===== src/rtl/connect_split_pkg.sv =====
// connect_split_pkg: packet width, destination-field defaults, a range-check helper and
// the CONNECT_SPLIT_PORT slice macro used to address one port's lane of a flattened bus.
`ifndef CONNECT_SPLIT_PKG_SV
`define CONNECT_SPLIT_PKG_SV

`define CONNECT_SPLIT_PORT(idx, w) ((w)*((idx)+1)-1) -: (w)

package connect_split_pkg;

    localparam int PACKET_WIDTH     = 32;
    localparam int SPLIT_PORTS      = 3;
    localparam int SPLIT_DEST_LSB   = 0;
    localparam int SPLIT_DEST_WIDTH = 2;

    function automatic logic dest_in_range(input int unsigned dest, input int unsigned num);
        return dest < num;
    endfunction

endpackage

`endif


===== src/rtl/split_slot.sv =====
// split_slot: one-entry output register for a single split port; reloads in the same
// cycle it drains so a ready port sustains one packet per cycle.
module split_slot
    import connect_split_pkg::*;
#(
    parameter int DATA_WIDTH = PACKET_WIDTH
) (
    input  logic                  clk,
    input  logic                  rst_n,
    input  logic                  load,
    input  logic [DATA_WIDTH-1:0] load_data,
    input  logic                  ready,
    output logic                  valid,
    output logic [DATA_WIDTH-1:0] data,
    output logic                  can_load
);

    logic                  vld_p1;
    logic [DATA_WIDTH-1:0] data_p1;

    assign can_load = !vld_p1 || ready;
    assign valid    = vld_p1;
    assign data     = data_p1;

    // Stage p1: output slot
    always_ff @(posedge clk) begin
        if (!rst_n) begin
            vld_p1 <= 1'b0;
        end else if (load) begin
            vld_p1 <= 1'b1;
        end else if (ready) begin
            vld_p1 <= 1'b0;
        end
    end

    always_ff @(posedge clk) begin
        if (load) begin
            data_p1 <= load_data;
        end
    end

endmodule


===== src/rtl/connect_split.sv =====
// connect_split: 1:N packet distributor steering each packet to the port named by its
// destination field. Optional DROP_COUNT output under macro CONNECT_SPLIT_COUNT_EN.
module connect_split
    import connect_split_pkg::*;
#(
    parameter int DATA_WIDTH  = PACKET_WIDTH,
    parameter int CONNECT_NUM = SPLIT_PORTS,
    parameter int DEST_LSB    = SPLIT_DEST_LSB,
    parameter int DEST_WIDTH  = SPLIT_DEST_WIDTH
) (
    input  logic                              CLK,
    input  logic                              RST,
    input  logic                              RECEIVE_VALID,
    output logic                              RECEIVE_READY,
    input  logic [DATA_WIDTH-1:0]             RECEIVE_DATA,
    output logic [CONNECT_NUM-1:0]            SEND_VALID,
    input  logic [CONNECT_NUM-1:0]            SEND_READY,
    output logic [DATA_WIDTH*CONNECT_NUM-1:0] SEND_DATA,
    output logic                              DEST_ERROR
`ifdef CONNECT_SPLIT_COUNT_EN
    ,
    output logic [15:0]                       DROP_COUNT
`endif
);

    logic [DATA_WIDTH-1:0]  in_data_p0;
    logic                   in_vld_p0;
    logic [DEST_WIDTH-1:0]  dest;
    logic                   dest_ok;
    logic                   drop;
    logic                   dispatch;
    logic                   accept;
    logic [CONNECT_NUM-1:0] slot_free;
    logic [CONNECT_NUM-1:0] slot_load;

    // Destination always comes from the registered packet, never the live input.
    assign dest    = in_data_p0[DEST_LSB +: DEST_WIDTH];
    assign dest_ok = dest_in_range({{(32-DEST_WIDTH){1'b0}}, dest}, CONNECT_NUM);

    always_comb begin
        slot_load = '0;
        for (int i = 0; i < CONNECT_NUM; i++) begin
            slot_load[i] = in_vld_p0 && dest_ok && (dest == DEST_WIDTH'(i)) && slot_free[i];
        end
    end

    assign drop          = in_vld_p0 && !dest_ok;
    assign dispatch      = drop || (|slot_load);
    assign RECEIVE_READY = RST && (!in_vld_p0 || dispatch);
    assign accept        = RECEIVE_VALID && RECEIVE_READY;

    // Stage p0: input register
    always_ff @(posedge CLK) begin
        if (!RST) begin
            in_vld_p0 <= 1'b0;
        end else if (accept) begin
            in_vld_p0 <= 1'b1;
        end else if (dispatch) begin
            in_vld_p0 <= 1'b0;
        end
    end

    always_ff @(posedge CLK) begin
        if (accept) begin
            in_data_p0 <= RECEIVE_DATA;
        end
    end

    always_ff @(posedge CLK) begin
        if (!RST) begin
            DEST_ERROR <= 1'b0;
        end else if (drop) begin
            DEST_ERROR <= 1'b1;
        end
    end

`ifdef CONNECT_SPLIT_COUNT_EN
    function automatic logic [15:0] sat_inc16(input logic [15:0] v);
        return (v == 16'hFFFF) ? v : v + 16'd1;
    endfunction

    always_ff @(posedge CLK) begin
        if (!RST) begin
            DROP_COUNT <= '0;
        end else if (drop) begin
            DROP_COUNT <= sat_inc16(DROP_COUNT);
        end
    end
`endif

    // Stage p1: per-port output slots
    for (genvar i = 0; i < CONNECT_NUM; i++) begin : g_port
        split_slot #(
            .DATA_WIDTH(DATA_WIDTH)
        ) u_slot (
            .clk      (CLK),
            .rst_n    (RST),
            .load     (slot_load[i]),
            .load_data(in_data_p0),
            .ready    (SEND_READY[i]),
            .valid    (SEND_VALID[i]),
            .data     (SEND_DATA[`CONNECT_SPLIT_PORT(i, DATA_WIDTH)]),
            .can_load (slot_free[i])
        );
    end

endmodule


===== config.mk =====
export PLATFORM = sky130hd
export DESIGN_NAME = connect_split
export DESIGN_NICKNAME = d
export VERILOG_FILES = /design/src/rtl/connect_split_pkg.sv /design/src/rtl/split_slot.sv /design/src/rtl/connect_split.sv
export SDC_FILE = /design/constraint.sdc
export NUM_CORES = 1
export LEC_CHECK = 0
export ABC_AREA = 1
export BUFFER_PORTS_ARGS = -buffer_cell sky130_fd_sc_hd__buf_4
export CORE_ASPECT_RATIO = 1.1
export CORE_UTILIZATION = 53
export CTS_CLUSTER_DIAMETER = 40
export DETAILED_ROUTE_END_ITERATION = 12
export PLACE_DENSITY = 0.84
export SLEW_MARGIN = 20
export SYNTH_ARGS = -nofsm -noshare
export SYNTH_HDL_FRONTEND = slang
export SYNTH_SLANG_ARGS = --single-unit

===== constraint.sdc =====
create_clock -name CLK -period 6.85 [get_ports CLK]
set_input_delay 0 -clock CLK [delete_from_list [all_inputs] [get_ports CLK]]
set_output_delay 0 -clock CLK [all_outputs]
set_load 0.02 [all_outputs]

==> impl_results.html, run 1 <==
<table>
<tr><th>Metric</th><th>Value</th></tr>
<tr><th colspan="2">Placed design</th></tr>
<tr><td>Quantity of I/O buffers inserted on ports</td><td>138</td></tr>
<tr><td>RePlAce Congestion</td><td>0.756</td></tr>
<tr><td>DP Cell Count</td><td>409</td></tr>
<tr><td>Detailed placer's ending HPWL</td><td>4650 um</td></tr>
<tr><th colspan="2">Timing</th></tr>
<tr><td>Final period util</td><td>0.309</td></tr>
<tr><td>Worst Hold Slack</td><td>0.211 ns</td></tr>
<tr><td>Maximum clock frequency</td><td>0.473 GHz</td></tr>
<tr><td>Number of pins with negative max-slew slack in the final report</td><td>0</td></tr>
<tr><td>Worst Skew</td><td>0.0115 ns</td></tr>
<tr><td>RSZ-0062 raised after global routing</td><td>false</td></tr>
<tr><td>Relative slew slack</td><td>0.378</td></tr>
<tr><td>Setup violators final</td><td>0</td></tr>
<tr><td>Count of endpoints failing hold in the final timing report</td><td>0</td></tr>
<tr><td>Total Neg Setup Slack</td><td>0 ns</td></tr>
<tr><td>Clock period minus worst slack</td><td>2.12 ns</td></tr>
<tr><td>Transition time at the pin with the least slew margin</td><td>0.931 ns</td></tr>
<tr><th colspan="2">GRT</th></tr>
<tr><td>Largest net degree at the start of global routing</td><td>33</td></tr>
<tr><td>Via count of the first global-routing pass</td><td>2347</td></tr>
<tr><td>GRT Util Overall</td><td>0.219</td></tr>
<tr><td>Total gr overflow</td><td>0</td></tr>
<tr><td>Global-route wire length before repair</td><td>12200 um</td></tr>
<tr><td>Antenna violations before repair</td><td>0</td></tr>
<tr><th colspan="2">Pwr</th></tr>
<tr><td>Switching Power</td><td>0.362 mW</td></tr>
<tr><td>Static Leakage</td><td>2.42 nW</td></tr>
<tr><td>Fraction of power spent switching nets</td><td>0.198</td></tr>
<tr><td>Cell internal pwr</td><td>1.47 mW</td></tr>
<tr><td>Proportion of power drawn by the clock network</td><td>0.449</td></tr>
<tr><td>Comb power frac</td><td>0.046</td></tr>
<tr><td>Peak supply drop</td><td>0.000198 V</td></tr>
<tr><td>Total power per unit cell area</td><td>293 nW/um^2</td></tr>
<tr><td>Relative contribution of sequential cells to total power</td><td>0.505</td></tr>
<tr><th colspan="2">Worst setup path</th></tr>
<tr><td>Maximum fanout count along the critical path</td><td>32</td></tr>
<tr><td>Worst reg2reg path depth</td><td>5</td></tr>
<tr><td>Critical path endpoint category</td><td>register</td></tr>
<tr><td>Critical path required time</td><td>6.97 ns</td></tr>
<tr><td>Source of the critical timing path</td><td>in_data_p0[1]$_DFFE_PP_</td></tr>
<tr><td>Reg-to-reg critical path endpoint</td><td>in_data_p0[2]$_DFFE_PP_</td></tr>
<tr><td>Buf+Inv Stages, Crit Path</td><td>0</td></tr>
<tr><td>Data arrival time of the worst path</td><td>2.24 ns</td></tr>
<tr><td>R2r startpoint</td><td>in_data_p0[1]$_DFFE_PP_</td></tr>
<tr><td>CP Launch Type</td><td>register</td></tr>
<tr><td>Largest delay contributor family on the critical path</td><td>simple AND/OR/NAND/NOR gates</td></tr>
<tr><td>Critical-path top delay cell</td><td>nor2_4</td></tr>
<tr><td>Setup Crit Path Kind</td><td>reg2reg</td></tr>
<tr><td>Cells along the critical path</td><td>nor2_1, nand3_2, nand3_2, nand2_2, nor2_4</td></tr>
<tr><td>Critical Path Most Common Cell</td><td>nand3_2</td></tr>
<tr><td>Register-to-register setup slack</td><td>4.73 ns</td></tr>
<tr><td>Largest stage delay on the critical path</td><td>0.71 ns</td></tr>
<tr><th colspan="2">CTS</th></tr>
<tr><td>CTS tree</td><td>done</td></tr>
<tr><td>CTS H-tree lvls</td><td>4</td></tr>
<tr><td>TritonCTS sink count</td><td>133</td></tr>
<tr><td>Clock buffer count from CTS</td><td>17</td></tr>
<tr><td>Clk Tree Root Cell</td><td>clkbuf_8</td></tr>
<tr><td>Post-CTS clock slew at the launch and capture registers of the worst setup and hold paths</td><td>0.06 ns</td></tr>
<tr><td>Number of instances resized during post-cts repair</td><td>0</td></tr>
<tr><td>Count of buffers added by post-CTS timing repair for setup</td><td>0</td></tr>
<tr><td>Clock Latency Late Sink</td><td>0.51 ns</td></tr>
<tr><td>Longest Clk Path Bufs</td><td>2</td></tr>
<tr><th colspan="2">Floorplan</th></tr>
<tr><td>IO Pins</td><td>139</td></tr>
<tr><td>Std-Cell Core Area</td><td>7470 um^2</td></tr>
<tr><td>Initial Util</td><td>0.552</td></tr>
<tr><td>Y dimension of the die</td><td>94.5 um</td></tr>
<tr><td>Std cell rows</td><td>33</td></tr>
<tr><td>Total die area</td><td>8140 um^2</td></tr>
<tr><td>Chip width</td><td>86.1 um</td></tr>
<tr><th colspan="2">Synth</th></tr>
<tr><td>#FFs+latches synth</td><td>133</td></tr>
<tr><td>Post-Synthesis Mean Instance Area</td><td>24.7 um^2</td></tr>
<tr><td>Cell type with the largest total area after synthesis</td><td>edfxtp_1</td></tr>
<tr><td>Portion of synthesized cell area occupied by the leading cell type</td><td>0.932</td></tr>
<tr><td>Number of standard cells after synthesis</td><td>167</td></tr>
<tr><td>Sequential fraction of the synthesis area</td><td>0.957</td></tr>
<tr><td>Distinct cell type count after synthesis</td><td>13</td></tr>
<tr><td>Net count after synthesis</td><td>205</td></tr>
<tr><td>Most area-consuming cells after synthesis</td><td>edfxtp_1 (93%), dfxtp_1 (2.4%), inv_1 (0.82%)</td></tr>
<tr><td>Post-synth design cell area</td><td>4120 um^2</td></tr>
<tr><td>Synthesis Warnings</td><td>0</td></tr>
<tr><th colspan="2">Layout</th></tr>
<tr><td>Fill count</td><td>340</td></tr>
<tr><td>Area Growth Syn to Fin</td><td>51.7%</td></tr>
<tr><td>Nets@finish</td><td>400</td></tr>
<tr><td>Ratio of cells with drive above 1 in the final layout</td><td>0.477</td></tr>
<tr><td>Non-filler instance count after layout</td><td>478</td></tr>
<tr><td>Commonest non-fill, non-tap cells in the layout</td><td>buf_4 (140), edfxtp_1 (128), dlygate4sd3_1 (38)</td></tr>
<tr><td>Most frequent standard cell in the layout excluding fill and tap cells</td><td>buf_4</td></tr>
<tr><td>Antenna diodes</td><td>0</td></tr>
<tr><th colspan="2">Min path</th></tr>
<tr><td>Min-delay src</td><td>RECEIVE_DATA[18]</td></tr>
<tr><td>Number of instances on the worst hold path</td><td>2</td></tr>
<tr><td>WHS Endpoint</td><td>in_data_p0[18]$_DFFE_PP_</td></tr>
<tr><td>Hold crit path type</td><td>in2reg</td></tr>
<tr><th colspan="2">Detailed routing</th></tr>
<tr><td>Residual DRC</td><td>0</td></tr>
<tr><td>First-pass iteration count of the detailed router</td><td>4</td></tr>
<tr><td>Avg WL per Cell</td><td>17.4 um</td></tr>
<tr><td>Via total after detailed routing</td><td>2268</td></tr>
<tr><td>Number of DRC violations after detailed-routing iteration 0</td><td>88</td></tr>
<tr><td>Via-to-Cell Ratio</td><td>4.74</td></tr>
<tr><td>Number of routed nets with antenna violations</td><td>0</td></tr>
<tr><td>Detailed Route WL</td><td>8340 um</td></tr>
<tr><th colspan="2">Status</th></tr>
<tr><td>Result of the run</td><td>completed</td></tr>
<tr><th colspan="2">Flow run</th></tr>
<tr><td>Maxcap violations</td><td>0</td></tr>
</table>
## cells by family (layout without fill, tap and decap cells)
kind of cell | Yosys count | in the layout | synth area share
AOI/OAI and AO/OA | 7 | 7 | 0.0100
buffers and inverters | 12 | 218 | 0.0137
DFF | 133 | 133 | 0.957
and+or+nand+nor | 15 | 15 | 0.0197
## layer usage
layer	vias to the layer above	part of all wire	track usage
li1	1037	-	-
met1	1116	0.35	0.222
met2	103	0.57	0.402
met3	12	0.061	0.0699
met4	0	0.015	0.113
met5	-	0	0
## state kept, by name, indices dropped and copies added, names as in the netlist
signal               flops
in_data_p0              32
g_port.u_slot.data      96
DEST_ERROR               1
g_port.u_slot.valid      3
in_vld_p0                1
## cell type report
| type | instances | area, um^2 | area share |
|---|---|---|---|
| Sequential cell | 133 | 3940 | 0.630 |
| Tap cell | 105 | 131 | 0.0210 |
| Timing Repair Buffer | 179 | 1460 | 0.233 |
| Clock buffer | 17 | 414 | 0.0662 |
| Multi-Input combinational cell | 22 | 139 | 0.0222 |
| Clock inverter | 13 | 135 | 0.0216 |
| Inverter | 9 | 33.8 | 0.00540 |
## power groups by stage
| stage | clock network [mW] | registers, mW | logic (mW) |
|---|---|---|---|
| finish | 0.823 | 0.924 | 0.0841 |
| global route | 0.871 | 0.926 | 0.0889 |
| CTS | 0.832 | 0.924 | 0.0822 |
| detailed placement | 0 | 0.941 | 0.0642 |
| global placement | 0 | 0.939 | 0.0624 |
| floorplan | 0 | 0.951 | 0.0134 |
## metrics by stage
step	setup slack [ns]	area (um^2)	total power, mW	utilization
after global routing	4.60	6260	1.89	0.837
after CTS	4.68	6230	1.84	0.833
final	4.73	6260	1.83	0.837
after floorplan	4.08	4120	0.964	-
after global placement	4.79	5300	1.00	0.709
after detailed placement	4.70	5300	1.00	0.709
## worst max path at each step
stage | cells past startpoint | end | slack (ns)
final | 5 | in_data_p0[2]$_DFFE_PP_ | 4.73
after global placement | 3 | g_port[0].u_slot.data[4]$_DFFE_PP_ | 4.79
after global routing | 5 | in_data_p0[2]$_DFFE_PP_ | 4.60
after floorplan | 3 | g_port[0].u_slot.data[0]$_DFFE_PP_ | 4.08
after CTS | 3 | g_port[0].u_slot.data[19]$_DFFE_PP_ | 4.68
after detailed placement | 3 | g_port[0].u_slot.data[11]$_DFFE_PP_ | 4.70
## synthesized netlist by cell type
cell and n:
edfxtp_1 128, inv_1 9, a21oi_1 5, dfxtp_1 5, nand2_1 5, nor2_1 4
buf_4 3, nand3_2 3, a21oi_2 1, nand2_2 1, nand3_1 1, nor2_2 1
o21a_1 1
## repair_timing
item / in CTS / in global routing
hold buffers: 38 / 0
hold endpoints to repair: 37 / 0
setup endpoints to repair: 0 / 0
Power figures use the tool's default switching activity.
==> inputs of run 2 (changes only) <==
--- a/config.mk
+++ b/config.mk
@@ -8,10 +8,10 @@
 export ABC_AREA = 1
 export BUFFER_PORTS_ARGS = -buffer_cell sky130_fd_sc_hd__buf_4
 export CORE_ASPECT_RATIO = 1.1
-export CORE_UTILIZATION = 53
+export CORE_UTILIZATION = 49
 export CTS_CLUSTER_DIAMETER = 40
 export DETAILED_ROUTE_END_ITERATION = 12
-export PLACE_DENSITY = 0.84
+export PLACE_DENSITY = 0.78
 export SLEW_MARGIN = 20
 export SYNTH_ARGS = -nofsm -noshare
 export SYNTH_HDL_FRONTEND = slang
==> constraint.sdc (replaced) <==
create_clock -name CLK -period 2.1 [get_ports CLK]
set_input_delay 0 -clock CLK [delete_from_list [all_inputs] [get_ports CLK]]
set_output_delay 0 -clock CLK [all_outputs]
set_load 0.02 [all_outputs]
==> impl_results.html, run 2 (synthesis gave the netlist of run 1 again) <==
<table>
<tr><th>Metric</th><th>Value</th></tr>
<tr><th colspan="2">Pwr</th></tr>
<tr><td>Comb power frac</td><td>0.045 (about the same)</td></tr>
<tr><td>Static Leakage</td><td>2.45 nW (+0.99%)</td></tr>
<tr><td>Fraction of power spent switching nets</td><td>0.190 (-0.00772)</td></tr>
<tr><td>Relative contribution of sequential cells to total power</td><td>0.485 (-0.020)</td></tr>
<tr><td>Cell internal pwr</td><td>5.03 mW (+240%)</td></tr>
<tr><td>Peak supply drop</td><td>0.000549 V (+180%)</td></tr>
<tr><td>Proportion of power drawn by the clock network</td><td>0.470 (+0.021)</td></tr>
<tr><td>Switching Power</td><td>1.18 mW (+230%)</td></tr>
<tr><td>Total power per unit cell area</td><td>981 nW/um^2 (+240%)</td></tr>
<tr><td>Overall power of the completed layout</td><td>6.22 mW (+240%)</td></tr>
<tr><th colspan="2">GRT</th></tr>
<tr><td>Met2 routing resource usage after global routing</td><td>0.342 (-0.0604)</td></tr>
<tr><td>Busiest metal layer after global routing</td><td>met2</td></tr>
<tr><td>Total gr overflow</td><td>0 (unchanged)</td></tr>
<tr><td>Global-route wire length before repair</td><td>11700 um (-4.1%)</td></tr>
<tr><td>Via count of the first global-routing pass</td><td>2244 (-4.4%)</td></tr>
<tr><td>Largest net degree at the start of global routing</td><td>33 (unchanged)</td></tr>
<tr><td>Global routing usage on met3</td><td>0.0854 (+0.0154)</td></tr>
<tr><td>GR Util met1</td><td>0.203 (-0.0195)</td></tr>
<tr><td>GRT Util Overall</td><td>0.198 (-0.0216)</td></tr>
<tr><td>Antenna violations before repair</td><td>0 (unchanged)</td></tr>
<tr><th colspan="2">Worst setup path</th></tr>
<tr><td>Largest stage delay on the critical path</td><td>0.50 ns (-0.21 ns)</td></tr>
<tr><td>Data arrival time of the worst path</td><td>1.89 ns (-0.35 ns)</td></tr>
<tr><td>Critical-path top delay cell</td><td>edfxtp_1</td></tr>
<tr><td>Source of the critical timing path</td><td>in_data_p0[1]$_DFFE_PP_</td></tr>
<tr><td>Cells along the critical path</td><td>nand2_1, nand2_1, a21oi_2, nand3_2, nand2_2, inv_1, buf_4</td></tr>
<tr><td>Critical path endpoint category</td><td>output pin</td></tr>
<tr><td>CP Launch Type</td><td>register</td></tr>
<tr><td>Critical Path Most Common Cell</td><td>nand2_1</td></tr>
<tr><td>Critical path required time</td><td>2.10 ns (-4.87 ns)</td></tr>
<tr><td>R2r startpoint</td><td>in_data_p0[1]$_DFFE_PP_</td></tr>
<tr><td>Setup Crit Path Kind</td><td>reg2out</td></tr>
<tr><td>Worst reg2reg path depth</td><td>6 (+1)</td></tr>
<tr><td>Maximum fanout count along the critical path</td><td>7 (-78%)</td></tr>
<tr><th colspan="2">Detailed routing</th></tr>
<tr><td>Detailed Route WL</td><td>8120 um (-2.6%)</td></tr>
<tr><td>Number of DRC violations after detailed-routing iteration 0</td><td>135 (+53%)</td></tr>
<tr><td>First-pass iteration count of the detailed router</td><td>4 (unchanged)</td></tr>
<tr><td>Residual DRC</td><td>0 (unchanged)</td></tr>
<tr><td>Via total after detailed routing</td><td>2285 (+0.75%)</td></tr>
<tr><td>Via-to-Cell Ratio</td><td>4.73 (-0.29%)</td></tr>
<tr><td>Avg WL per Cell</td><td>16.8 um (-3.6%)</td></tr>
<tr><td>Number of routed nets with antenna violations</td><td>0 (unchanged)</td></tr>
<tr><th colspan="2">Floorplan</th></tr>
<tr><td>Initial Util</td><td>0.513 (-0.0389)</td></tr>
<tr><td>Chip width</td><td>89.5 um (+3.9%)</td></tr>
<tr><td>Std cell rows</td><td>34 (+3.0%)</td></tr>
<tr><td>Y dimension of the die</td><td>98.2 um (+3.9%)</td></tr>
<tr><td>Total die area</td><td>8780 um^2 (+8.0%)</td></tr>
<tr><td>Std-Cell Core Area</td><td>8040 um^2 (+7.6%)</td></tr>
<tr><td>IO Pins</td><td>139 (unchanged)</td></tr>
<tr><th colspan="2">Layout</th></tr>
<tr><td>Ratio of cells with drive above 1 in the final layout</td><td>0.475 (-0.00255)</td></tr>
<tr><td>Commonest non-fill, non-tap cells in the layout</td><td>buf_4 (140), edfxtp_1 (128), dlygate4sd3_1 (37)</td></tr>
<tr><td>Area Growth Syn to Fin</td><td>53.6%</td></tr>
<tr><td>Non-filler instance count after layout</td><td>483 (+1.0%)</td></tr>
<tr><td>Final cell area excluding filler cells</td><td>6330 um^2 (+1.2%)</td></tr>
<tr><td>Largest register FFs</td><td>96 (unchanged)</td></tr>
<tr><td>Nets@finish</td><td>401 (+0.25%)</td></tr>
<tr><td>Antenna diodes</td><td>0 (unchanged)</td></tr>
<tr><td>Most frequent standard cell in the layout excluding fill and tap cells</td><td>buf_4</td></tr>
<tr><th colspan="2">Timing</th></tr>
<tr><td>Worst Setup Slack, final</td><td>0.206 ns (-4.53 ns)</td></tr>
<tr><td>Relative slew slack</td><td>0.812 (+0.434)</td></tr>
<tr><td>Setup violators final</td><td>0 (unchanged)</td></tr>
<tr><td>Worst Skew</td><td>0.00974 ns (-0.00172 ns)</td></tr>
<tr><td>RSZ-0062 raised after global routing</td><td>false</td></tr>
<tr><td>Number of pins with negative max-slew slack in the final report</td><td>0 (unchanged)</td></tr>
<tr><td>Total Neg Setup Slack</td><td>0 ns (unchanged)</td></tr>
<tr><td>Final period util</td><td>0.902</td></tr>
<tr><td>Clock period minus worst slack</td><td>1.89 ns</td></tr>
<tr><td>Transition time at the pin with the least slew margin</td><td>0.283 ns (-0.649 ns)</td></tr>
<tr><td>Count of endpoints failing hold in the final timing report</td><td>0 (unchanged)</td></tr>
<tr><td>Maximum clock frequency</td><td>0.528 GHz</td></tr>
<tr><th colspan="2">CTS</th></tr>
<tr><td>Number of instances resized during post-cts repair</td><td>0 (unchanged)</td></tr>
<tr><td>CTS H-tree lvls</td><td>4 (unchanged)</td></tr>
<tr><td>Clock buffer count from CTS</td><td>17 (unchanged)</td></tr>
<tr><td>Longest Clk Path Bufs</td><td>2 (unchanged)</td></tr>
<tr><td>Post-CTS clock slew at the launch and capture registers of the worst setup and hold paths</td><td>0.06 ns (about the same)</td></tr>
<tr><td>Clk Tree Root Cell</td><td>clkbuf_8</td></tr>
<tr><td>Clock Latency Late Sink</td><td>0.51 ns (about the same)</td></tr>
<tr><td>CTS tree</td><td>done</td></tr>
<tr><td>TritonCTS sink count</td><td>133 (unchanged)</td></tr>
<tr><th colspan="2">Min path</th></tr>
<tr><td>Number of instances on the worst hold path</td><td>2 (unchanged)</td></tr>
<tr><td>Hold crit path type</td><td>in2reg</td></tr>
<tr><td>Min-delay src</td><td>RECEIVE_DATA[14]</td></tr>
<tr><th colspan="2">Placed design</th></tr>
<tr><td>DP Cell Count</td><td>415 (+1.5%)</td></tr>
<tr><td>Post-DP Area</td><td>5360 um^2 (+1.2%)</td></tr>
<tr><td>Pre-CTS setup slack</td><td>0.394 ns (-4.31 ns)</td></tr>
<tr><td>Detailed placer's ending HPWL</td><td>4810 um (+3.4%)</td></tr>
<tr><td>RePlAce Congestion</td><td>0.767 (+1.6%)</td></tr>
<tr><td>Quantity of I/O buffers inserted on ports</td><td>138 (unchanged)</td></tr>
<tr><th colspan="2">Flow run</th></tr>
<tr><td>Maxcap violations</td><td>0 (unchanged)</td></tr>
<tr><th colspan="2">Status</th></tr>
<tr><td>Result of the run</td><td>completed</td></tr>
</table>
[run 2: changes by cell type in the layout (fill, tap and decap cells not counted), sizes merged]
cell,before,now
clkinv,7,8
buf,141,143
dlygate4sd3,38,37
bufinv,2,4
inv,11,9
[run 2: metal layers]
metal | vias to the layer above | wire length [um] | share of wire
li1 | 1037 | - | -
met1 | 1091 | 2790 | 0.34
met2 | 139 | 4460 | 0.55
met3 | 18 | 683 | 0.084
met4 | 0 | 186 | 0.023
met5 | - | 0 | 0
[run 2: stage by stage]
stage	utilization	hold WS [ns]
final	0.788	0.206
after CTS	0.788	0.187
after detailed placement	0.667	0.179
after floorplan	-	0.0989
after global placement	0.667	0.179
after global routing	0.788	0.180
[run 2: what timing repair did]
action | CTS | global route
hold endpoints to repair | 37 | 0
hold buffers | 37 | 0
endpoints found under the setup margin | 0 | 0
buffers inserted | 0 | 0
[run 2: cell type report]
cell class | count | area, um^2
Sequential cell | 133 | 3940
Fill cell | 420 | 1710
Timing Repair Buffer | 180 | 1480
Clock buffer | 17 | 414
Clock inverter | 14 | 186
Multi-Input combinational cell | 22 | 139
Tap cell | 108 | 135
Inverter | 9 | 33.8
[run 2: final timing paths]
| check | to | slack [ns] |
|---|---|---|
| min | in_data_p0[14]$_DFFE_PP_ | 0.21 |
| min reg2reg | g_port[2].u_slot.data[13]$_DFFE_PP_ | 0.47 |
| max | RECEIVE_READY | 0.21 |
| max reg2reg | in_data_p0[10]$_DFFE_PP_ | 0.32 |
[run 2: worst max-delay path, delay by kind of cell, from the launching register on]
family / cells / cell delay (ns)
buffers and inverters: 2 / 0.20
and+or+nand+nor: 4 / 0.52
AOI/OAI and AO/OA: 1 / 0.18
DFF: 1 / 0.50
[run 2: power by group through the flow]
stage / combinational (mW) / clock, mW / sequential (mW)
finish: 0.277 / 2.92 / 3.02
global route: 0.294 / 3.09 / 3.02
CTS: 0.276 / 2.97 / 3.01
detailed placement: 0.219 / 0 / 3.07
global placement: 0.214 / 0 / 3.06
floorplan: 0.0440 / 0 / 3.10
==> inputs of run 3 (changes only) <==
--- a/config.mk
+++ b/config.mk
@@ -5,8 +5,8 @@
 export SDC_FILE = /design/constraint.sdc
 export NUM_CORES = 1
 export LEC_CHECK = 0
-export ABC_AREA = 1
 export BUFFER_PORTS_ARGS = -buffer_cell sky130_fd_sc_hd__buf_4
+export CAP_MARGIN = 20
 export CORE_ASPECT_RATIO = 1.1
 export CORE_UTILIZATION = 49
 export CTS_CLUSTER_DIAMETER = 40
==> impl_results.html, run 3 <==
<table>
<tr><th>Metric</th><th>Value</th></tr>
<tr><th colspan="2">Worst setup path</th></tr>
<tr><td>Critical path endpoint category</td><td>register</td></tr>
<tr><td>Setup Crit Path Kind</td><td>reg2reg</td></tr>
<tr><td>Critical path required time</td><td>2.56 ns (+0.46 ns)</td></tr>
<tr><td>Data arrival time of the worst path</td><td>2.48 ns (+0.59 ns)</td></tr>
<tr><td>Maximum fanout count along the critical path</td><td>9 (+2)</td></tr>
<tr><td>CP Launch Type</td><td>register</td></tr>
<tr><th colspan="2">Timing</th></tr>
<tr><td>Final period util</td><td>0.960 (+0.0582)</td></tr>
<tr><td>Total Neg Setup Slack</td><td>0 ns (unchanged)</td></tr>
<tr><td>Worst Skew</td><td>0.00759 ns (-0.00215 ns)</td></tr>
<tr><td>Relative slew slack</td><td>0.768 (-0.0435)</td></tr>
<tr><td>Maximum clock frequency</td><td>0.496 GHz (-6.1%)</td></tr>
<tr><td>RSZ-0062 raised after global routing</td><td>false</td></tr>
<tr><td>Worst Hold Slack</td><td>0.196 ns (-0.00957 ns)</td></tr>
<tr><td>Transition time at the pin with the least slew margin</td><td>0.343 ns (+0.0603 ns)</td></tr>
<tr><td>Number of pins with negative max-slew slack in the final report</td><td>0 (unchanged)</td></tr>
<tr><td>Setup violators final</td><td>0 (unchanged)</td></tr>
<tr><td>Count of endpoints failing hold in the final timing report</td><td>0 (unchanged)</td></tr>
<tr><td>Clock period minus worst slack</td><td>2.02 ns (+0.122 ns)</td></tr>
<tr><th colspan="2">Synth</th></tr>
<tr><td>#FFs+latches synth</td><td>133 (unchanged)</td></tr>
<tr><td>Post-synth EDFFs</td><td>128 (unchanged)</td></tr>
<tr><td>Net count after synthesis</td><td>201 (-2.0%)</td></tr>
<tr><td>Top_reg_cell synth</td><td>edfxtp_1</td></tr>
<tr><td>Distinct cell type count after synthesis</td><td>21 (+8)</td></tr>
<tr><td>Post-synth design cell area</td><td>4160 um^2 (+0.85%)</td></tr>
<tr><td>Most area-consuming cells after synthesis</td><td>edfxtp_1 (92%), dfxtp_1 (2.4%), nor2b_1 (0.60%)</td></tr>
<tr><td>Most numerous cell types in the synthesized netlist</td><td>edfxtp_1 (128), dfxtp_1 (5), nor2b_1 (4)</td></tr>
<tr><td>Cell type with the largest total area after synthesis</td><td>edfxtp_1</td></tr>
<tr><td>Portion of synthesized cell area occupied by the leading cell type</td><td>0.924 (-0.00786)</td></tr>
<tr><td>Post-Synthesis Mean Instance Area</td><td>25.5 um^2 (+3.3%)</td></tr>
<tr><td>Leading cell type by number of instances after synthesis</td><td>edfxtp_1</td></tr>
<tr><td>Synthesis Warnings</td><td>0 (unchanged)</td></tr>
<tr><td>Sequential fraction of the synthesis area</td><td>0.949 (-0.00806)</td></tr>
<tr><td>Synth async-reset ratio</td><td>0 (unchanged)</td></tr>
<tr><td>Number of standard cells after synthesis</td><td>163 (-2.4%)</td></tr>
<tr><th colspan="2">Placed design</th></tr>
<tr><td>DP Cell Count</td><td>413 (-0.48%)</td></tr>
<tr><td>Quantity of I/O buffers inserted on ports</td><td>138 (unchanged)</td></tr>
<tr><td>Post-DP Area</td><td>5400 um^2 (+0.61%)</td></tr>
<tr><td>Detailed placer's ending HPWL</td><td>4890 um (+1.7%)</td></tr>
<tr><td>RePlAce Congestion</td><td>0.843 (+9.8%)</td></tr>
<tr><th colspan="2">Flow run</th></tr>
<tr><td>Maxcap violations</td><td>0 (unchanged)</td></tr>
<tr><th colspan="2">Pwr</th></tr>
<tr><td>Proportion of power drawn by the clock network</td><td>0.475 (+0.005)</td></tr>
<tr><td>Peak supply drop</td><td>0.000727 V (+32%)</td></tr>
<tr><td>Static Leakage</td><td>2.43 nW (-0.52%)</td></tr>
<tr><td>Total power per unit cell area</td><td>970 nW/um^2 (-1.1%)</td></tr>
<tr><td>Comb power frac</td><td>0.041 (-0.004)</td></tr>
<tr><td>Cell internal pwr</td><td>5.04 mW (about the same)</td></tr>
<tr><td>Relative contribution of sequential cells to total power</td><td>0.484 (about the same)</td></tr>
<tr><td>Fraction of power spent switching nets</td><td>0.190 (-0.000433)</td></tr>
<tr><td>Switching Power</td><td>1.18 mW (-0.26%)</td></tr>
<tr><th colspan="2">CTS</th></tr>
<tr><td>Clock Latency Late Sink</td><td>0.51 ns (about the same)</td></tr>
<tr><td>Longest Clk Path Bufs</td><td>2 (unchanged)</td></tr>
<tr><td>Count of buffers added by post-CTS timing repair for setup</td><td>0 (unchanged)</td></tr>
<tr><td>Clk Tree Root Cell</td><td>clkbuf_8</td></tr>
<tr><td>CTS H-tree lvls</td><td>4 (unchanged)</td></tr>
<tr><td>Post-CTS clock slew at the launch and capture registers of the worst setup and hold paths</td><td>0.06 ns (about the same)</td></tr>
<tr><td>Clock buffer count from CTS</td><td>17 (unchanged)</td></tr>
<tr><td>CTS tree</td><td>done</td></tr>
<tr><td>TritonCTS sink count</td><td>133 (unchanged)</td></tr>
<tr><th colspan="2">Layout</th></tr>
<tr><td>Largest register FFs</td><td>96 (unchanged)</td></tr>
<tr><td>Total area of sequential cells</td><td>3940 um^2 (unchanged)</td></tr>
<tr><td>Commonest non-fill, non-tap cells in the layout</td><td>buf_4 (145), edfxtp_1 (128), dlygate4sd3_1 (38)</td></tr>
<tr><td>Area Growth Syn to Fin</td><td>54.0%</td></tr>
<tr><td>Antenna diodes</td><td>0 (unchanged)</td></tr>
<tr><td>Fill count</td><td>441 (+5.0%)</td></tr>
<tr><td>Nets@finish</td><td>400 (-0.25%)</td></tr>
<tr><td>Ratio of cells with drive above 1 in the final layout</td><td>0.488 (+0.0133)</td></tr>
<tr><td>Final cell area excluding filler cells</td><td>6400 um^2 (+1.1%)</td></tr>
<tr><td>Non-filler instance count after layout</td><td>483 (unchanged)</td></tr>
<tr><td>Fin util</td><td>0.792 (+0.00452)</td></tr>
<tr><td>Area used by multi-input combinational logic</td><td>231 um^2 (+67%)</td></tr>
<tr><td>Most frequent standard cell in the layout excluding fill and tap cells</td><td>buf_4</td></tr>
<tr><th colspan="2">GRT</th></tr>
<tr><td>Global-route wire length before repair</td><td>12400 um (+6.2%)</td></tr>
<tr><td>Via count of the first global-routing pass</td><td>2284 (+1.8%)</td></tr>
<tr><td>Antenna violations before repair</td><td>0 (unchanged)</td></tr>
<tr><td>Largest net degree at the start of global routing</td><td>33 (unchanged)</td></tr>
<tr><td>GRT Util Overall</td><td>0.199 (+0.00111)</td></tr>
<tr><td>Total gr overflow</td><td>0 (unchanged)</td></tr>
<tr><th colspan="2">Floorplan</th></tr>
<tr><td>Total die area</td><td>8860 um^2 (+0.83%)</td></tr>
<tr><td>Std-Cell Core Area</td><td>8080 um^2 (+0.53%)</td></tr>
<tr><td>Chip width</td><td>89.8 um (+0.42%)</td></tr>
<tr><td>Initial Util</td><td>0.514 (+0.00164)</td></tr>
<tr><td>Std cell rows</td><td>34 (unchanged)</td></tr>
<tr><td>Y dimension of the die</td><td>98.6 um (+0.41%)</td></tr>
<tr><td>IO Pins</td><td>139 (unchanged)</td></tr>
<tr><th colspan="2">Detailed routing</th></tr>
<tr><td>Via-to-Cell Ratio</td><td>4.66 (-1.4%)</td></tr>
<tr><td>Number of routed nets with antenna violations</td><td>0 (unchanged)</td></tr>
<tr><td>Residual DRC</td><td>0 (unchanged)</td></tr>
<tr><td>First-pass iteration count of the detailed router</td><td>4 (unchanged)</td></tr>
<tr><td>Number of DRC violations after detailed-routing iteration 0</td><td>118 (-13%)</td></tr>
<tr><td>Detailed Route WL</td><td>8230 um (+1.4%)</td></tr>
<tr><td>Avg WL per Cell</td><td>17.0 um (+1.4%)</td></tr>
<tr><td>Via total after detailed routing</td><td>2253 (-1.4%)</td></tr>
<tr><th colspan="2">Min path</th></tr>
<tr><td>Hold crit path type</td><td>in2reg</td></tr>
<tr><th colspan="2">Status</th></tr>
<tr><td>Result of the run</td><td>completed</td></tr>
</table>
## run 3: power by group through the flow
stage	registers (mW)	logic, mW	clock network (mW)
finish	3.01	0.255	2.95
global route	3.01	0.270	3.09
CTS	3.01	0.254	2.99
detailed placement	3.06	0.197	0
global placement	3.05	0.194	0
floorplan	3.09	0.0390	0
## run 3: final timing paths
kind / cells past startpoint / from / end / slack, ns
worst min-delay path: 2 / RECEIVE_DATA[24] / in_data_p0[24]$_DFFE_PP_ / 0.20
worst min register to register: 0 / in_data_p0[20]$_DFFE_PP_ / g_port[0].u_slot.data[20]$_DFFE_PP_ / 0.47
worst max-delay path: 5 / in_data_p0[1]$_DFFE_PP_ / in_vld_p0$_SDFFE_PN0P_ / 0.08
worst max register to register: 5 / in_data_p0[1]$_DFFE_PP_ / in_vld_p0$_SDFFE_PN0P_ / 0.08
## run 3: logic make-up after synthesis
family          after synthesis  synth area share
compound gates                7            0.0120
buf+inv                       4           0.00812
simple gates                 19            0.0313
flops                       133             0.949
## run 3: timing repair
action | in CTS | in global routing
hold buffers | 38 | 0
endpoints found under the hold margin | 37 | 0
resized for setup | 0 | 4
setup endpoints to repair | 0 | 1
## run 3: layout make-up
| class | count | share of cell area |
|---|---|---|
| sequential | 133 | 0.616 |
| timing repair buffer | 184 | 0.233 |
| clock inverter | 13 | 0.0285 |
| clock buffer | 19 | 0.0658 |
| multi-input combinational | 26 | 0.0361 |
| tap | 108 | 0.0211 |
## run 3: metal layers
layer	global-route usage	routed length (um)
met5	0	0
met4	0.107	182
met3	0.0664	605
met2	0.333	4330
met1	0.228	3110
## run 3: metrics by stage
stage | setup slack [ns] | total power, mW
final | 0.0837 | 6.21
after global routing | 0.00986 | 6.38
after CTS | 0.139 | 6.25
after detailed placement | 0.188 | 3.26
after global placement | 0.363 | 3.25
after floorplan | 0.0652 | 3.13
## run 3: worst max-delay path, stage by stage, from the launching register on
cell           delay [ns]
edfxtp_1             0.53
buf_4                0.23
or3b_1               0.40
a21oi_1              0.14
o31a_1               0.14
dlygate4sd3_1        0.53
